--- config.mk ---
export PLATFORM = sky130hd
export DESIGN_NAME = led_scan_ctrl
export DESIGN_NICKNAME = d
export VERILOG_FILES = /design/src/rtl/led_pkg.sv /design/src/rtl/led_hex7seg.sv /design/src/rtl/led_scan_ctrl.sv
export SDC_FILE = /design/constraint.sdc
export NUM_CORES = 1
export LEC_CHECK = 0
export ABC_CLOCK_PERIOD_IN_PS = 5500
export CAP_MARGIN = 20
export CORE_ASPECT_RATIO = 1.75
export CORE_MARGIN = 3
export CORE_UTILIZATION = 44
export DETAILED_ROUTE_END_ITERATION = 10
export PLACE_DENSITY = 0.7
export SLEW_MARGIN = 10
export SYNTH_ARGS = -nofsm -noshare
export SYNTH_HDL_FRONTEND = slang
export SYNTH_SLANG_ARGS = --single-unit
--- constraint.sdc ---
create_clock -name clk -period 5.5 [get_ports clk]
set_input_delay 1.1 -clock clk [delete_from_list [all_inputs] [get_ports clk]]
set_output_delay 1.1 -clock clk [all_outputs]
set_load 0.005 [all_outputs]
--- src/rtl/led_pkg.sv ---
// rtl/led_pkg.sv - shared types and segment table for the LED scan controller
package led_pkg;

  localparam int NUM_DIGITS = 8;

  typedef logic [2:0] ptr_t;

  typedef struct packed {
    logic       dp;
    logic [3:0] val;
  } digit_t;

  // Active-high g..a patterns, index 0 in the least significant slot.
  localparam logic [15:0][6:0] SEG_LUT = {
    7'h71, 7'h79, 7'h5E, 7'h39, 7'h7C, 7'h77, 7'h6F, 7'h7F,
    7'h07, 7'h7D, 7'h6D, 7'h66, 7'h4F, 7'h5B, 7'h06, 7'h3F
  };

endpackage

--- src/rtl/led_hex7seg.sv ---
// rtl/led_hex7seg.sv - combinational hex digit plus decimal point to segment pattern
module led_hex7seg
  import led_pkg::*;
(
  input  logic [3:0] val_i,
  input  logic       dp_i,
  output logic [7:0] seg_o
);

  assign seg_o = {dp_i, SEG_LUT[val_i]};

endmodule

--- src/rtl/led_scan_ctrl.sv ---
// rtl/led_scan_ctrl.sv - 8-digit seven-segment scan controller
// Optional duty-cycle dimming with the bright port is built when LED_SCAN_DIM_EN is defined.
module led_scan_ctrl
  import led_pkg::*;
#(
  parameter int PHASE_DIV = 6250
) (
  input  logic       clk,
  input  logic       rst,
  input  logic       wr_en,
  input  logic [2:0] wr_addr,
  input  logic [4:0] wr_data,
  input  logic [7:0] digit_mask,
`ifdef LED_SCAN_DIM_EN
  input  logic [2:0] bright,
`endif
  output ptr_t       cs_pointer,
  output logic [7:0] seg,
  output logic       blank,
  output logic       frame_tick
);

  localparam int PW = (PHASE_DIV > 1) ? $clog2(PHASE_DIV) : 1;

  logic [PW-1:0] presc_q, presc_d;
  logic [2:0]    phase_q, phase_d;
  ptr_t          ptr_q, ptr_d;
  digit_t        digit_q [NUM_DIGITS];
  digit_t        cur_digit;
  logic [7:0]    seg_q, seg_d;
  logic          blank_q, blank_d;
  logic          frame_q, frame_d;
  logic          presc_tc, slot_end, dim;

  // Outputs are computed from next-state pointer/phase so everything moves on one edge.
  always_comb begin
    presc_tc  = (presc_q == PW'(PHASE_DIV - 1));
    presc_d   = presc_tc ? '0 : presc_q + 1'b1;
    phase_d   = presc_tc ? phase_q + 3'd1 : phase_q;
    slot_end  = presc_tc && (phase_q == 3'd7);
    ptr_d     = slot_end ? ptr_q + 3'd1 : ptr_q;
    frame_d   = slot_end && (ptr_q == 3'd7);
    cur_digit = digit_q[ptr_d];
`ifdef LED_SCAN_DIM_EN
    dim       = (phase_d > bright);
`else
    dim       = 1'b0;
`endif
    blank_d   = ~digit_mask[ptr_d] | dim;
  end

  led_hex7seg u_hex7seg (
    .val_i (cur_digit.val),
    .dp_i  (cur_digit.dp),
    .seg_o (seg_d)
  );

  always_ff @(posedge clk) begin
    if (rst) begin
      presc_q <= '0;
      phase_q <= '0;
      ptr_q   <= '0;
      seg_q   <= 8'h00;
      blank_q <= 1'b1;
      frame_q <= 1'b0;
      for (int i = 0; i < NUM_DIGITS; i++) begin
        digit_q[i] <= '0;
      end
    end else begin
      presc_q <= presc_d;
      phase_q <= phase_d;
      ptr_q   <= ptr_d;
      seg_q   <= seg_d;
      blank_q <= blank_d;
      frame_q <= frame_d;
      if (wr_en) begin
        digit_q[wr_addr] <= digit_t'(wr_data);
      end
    end
  end

  assign cs_pointer = ptr_q;
  assign seg        = seg_q;
  assign blank      = blank_q;
  assign frame_tick = frame_q;

endmodule

==> out/metrics.yaml <==
run_status:
  status: "finished, final reports clean"
clock_tree:
  holdBufCountCts: 0
  clkSinkCount: 69
  max-clock-path-buffers: 2
  numCtsBuffers: 9
  ctsRootBufferMaster: "clkbuf_16"
  cts.clk_slew.worst_paths_ns: 0.05
  cts_tree: "yes"
  htreeDepth: 3
  postCtsSetupBuffers: 0
  clk_latency_ns: 0.33
  post_cts_resized: 0
cells_and_area:
  drive_gt1_frac: 0.0938
  fin_area_um2: 4310
  num_antenna_cells: 0
  finalNonFillerCells: 474
  nNetsFinal: 411
  area_delta_synth_final_pct: 18.5
worst_setup_path:
  r2r_cells: 11
  worst_ep_arrival_time_ns: 4.12
  start_kind: "flip-flop"
  end_kind: "flip-flop"
  worst-path-max-fanout: 18
  crit_path_end: "seg[3]$_SDFF_PP0_"
  path_cells: "or4_1 -> or4_4 -> a21oi_4 -> mux2i_1 -> nand2_1 -> nand3_1 -> inv_1 -> ha_1 -> mux2i_1 -> o221ai_1 -> a21oi_1"
  rr_endpoint: "seg[3]$_SDFF_PP0_"
  critPathKind: "reg -> reg"
  cp_slowest_cell: "or4_1"
  regToRegSetupSlack_ns: 1.64
  r2r_start: "presc_q[8]$_SDFF_PP0_"
  slowest_delay_ns: 0.69
  worstPathRequired_ns: 5.76
  crit_top_cell: "mux2i_1"
  startpoint: "presc_q[8]$_SDFF_PP0_"
synth:
  synthAdderAreaFrac: 0.0448
  synth_top_cell_area_share: 0.331
  synth_cell_types: 52
  synth_xor_area_frac: 0.0265
  synth_edf_count: 40
  yosysTopAreaCell: "edfxtp_1"
  ys_dominant_reg_cell: "edfxtp_1"
  ys.warnings.count: 0
  async_flop_share: 0
  synth_compound_area_frac: 0.113
  ys_seq_area_frac: 0.491
  synth_seq_cells: 69
  synth_nets: 375
  yosys.area_share.simple: 0.228
  muxShareOfSynthArea: 0.0737
  synthTopCellsByCount: "and2_1 (42), edfxtp_1 (40), nor2_1 (38)"
  synthCells: 343
  synth_top_family_by_area: "simple AND/OR/NAND/NOR gates"
  syn_avg_cell_area_um2: 10.6
  ys_top_cells_by_area: "edfxtp_1 (33%), dfxtp_1 (16%), and2_1 (7.2%), mux2i_1 (5.5%), ha_1 (4.5%)"
  synth_most_common_cell: "and2_1"
  netlist_area_um2: 3630
place:
  dp_hpwl_mm: 6.00
  placed_cells: 458
  gp_congestion: 0.830
  port_buffers: 31
  dpl-instance-area_um2: 4040
global_routing:
  track_usage: 0.179
  grt_pass1_vias: 2760
  grt_max_degree: 35
  grt_overflow: 0
  antenna_found_initial: 0
  grt_pass1_wl_mm: 12.6
timing:
  hold_violations: 0
  tightestPinTransition_ns: 0.970
  max_freq_mhz: 259
  fin_skew_ns: 0.00483
  timing.final.crit_share: 0.702
  fin_crit_ns: 3.86
  slew_violations: 0
  max-slew-margin-rel: 0.347
  grt_setup_unrepaired: "no"
  setup_viol: 0
  fin_tns_setup_ns: 0
power_and_ir_drop:
  max-vdd-ir-drop_mv: 0.249
  leakage_nw: 1.60
  power.density_nw_per_um2: 275
detailed_routing:
  top_layer: "met4"
  met2_length_mm: 4.39
  first_pass_iters: 4
  vias: 2645
  viasPerCell: 5.58
  wirelength_mm: 7.77
  post_drt_wl_per_cell_um: 16.4
  ant_nets: 0
  wl_met3_um: 209
  drt_iter0_markers: 144
  post-route-drc-count: 0
  wirelength_met1_mm: 2.90
floorplan:
  num_rows: 43
  initial_core_util: 0.456
  ios: 32
  die-area_um2: 9420
  core_area_um2: 7960
  die_w_um: 74.7
  die_y_um: 126
min_path:
  hold_class: "reg -> reg"
run:
  drv_cap: 0
## critical path, delay by kind of cell (launching register included)
kind	cells	cell delay, ns
compound gates	3	0.79
mux	2	0.50
flops	1	0.34
fa+ha+maj	1	0.27
buf+inv	1	0.14
simple gates	4	1.73
## per-stage QoR
stage	hold WS [ns]	power (mW)	setup slack (ns)	utilization
after floorplan	0.445	0.641	2.16	-
after global placement	0.459	0.687	1.85	0.507
after detailed placement	0.473	0.689	1.67	0.507
after CTS	0.485	1.20	1.65	0.541
after global routing	0.540	1.23	1.43	0.541
final	0.483	1.18	1.64	0.541
## worst min path at each step
| stage | startpoint | endpoint | slack [ns] | cells after the start |
|---|---|---|---|---|
| global placement | presc_q[0]$_SDFF_PP0_ | presc_q[0]$_SDFF_PP0_ | 0.46 | 1 |
| CTS | presc_q[0]$_SDFF_PP0_ | presc_q[0]$_SDFF_PP0_ | 0.49 | 1 |
| detailed placement | presc_q[0]$_SDFF_PP0_ | presc_q[0]$_SDFF_PP0_ | 0.47 | 1 |
| global route | presc_q[11]$_SDFF_PP0_ | presc_q[11]$_SDFF_PP0_ | 0.54 | 2 |
| finish | presc_q[0]$_SDFF_PP0_ | presc_q[0]$_SDFF_PP0_ | 0.48 | 1 |
| floorplan | presc_q[0]$_SDFF_PP0_ | presc_q[0]$_SDFF_PP0_ | 0.44 | 1 |
## metal layers
| metal | track usage | vias to the layer above |
|---|---|---|
| met5 | 0 | - |
| met4 | 0.0943 | 0 |
| met3 | 0.0407 | 27 |
| met2 | 0.335 | 55 |
| met1 | 0.171 | 1243 |
| li1 | - | 1320 |
## state kept, by name, summed over array words and instances (netlist names)
name        cells
digit_q        40
presc_q        13
seg             8
cs_pointer      3
phase_q         3
blank           1
frame_tick      1
## cell families (layout without fill, tap and decap cells)
family | Yosys count | count (layout)
AOI/OAI and AO/OA | 54 | 54
adders and majority gates | 13 | 13
and+or+nand+nor | 150 | 150
DFF | 69 | 69
xor gates and xnor gates | 11 | 11
buffers and inverters | 20 | 61
muxes | 26 | 26
## cells in the final DEF, fill, tap and decap left out, types with 10 or more instances in the layout
cell / Yosys / routed
dfxtp_1: 29 / 29
o21ai_0: 13 / 13
nand2_1: 17 / 17
and2_1: 42 / 42
inv_1: 10 / 10
ha_1: 13 / 13
edfxtp_1: 40 / 40
clkdlybuf4s50_1: 0 / 31
mux2i_1: 20 / 20
nor2_1: 38 / 38
## power breakdown
| group | leakage (nW) | switching [mW] | internal (mW) | total (mW) |
|---|---|---|---|---|
| clock | 0.130 | 0.205 | 0.301 | 0.506 |
| sequential | 0.620 | 0.0116 | 0.573 | 0.585 |
| combinational | 0.851 | 0.0480 | 0.0457 | 0.0937 |
## cell type report
| type | instances | area [um^2] |
|---|---|---|
| inverters | 10 | 37.5 |
| fillers | 712 | 3660 |
| repair buffers | 35 | 340 |
| clock inverters | 7 | 42.5 |
| well taps | 90 | 113 |
| flip-flops and latches | 69 | 1780 |
| multi-input cells | 254 | 1770 |
| clock buffers | 9 | 225 |
No activity file was read; power rests on OpenSTA's default activity.
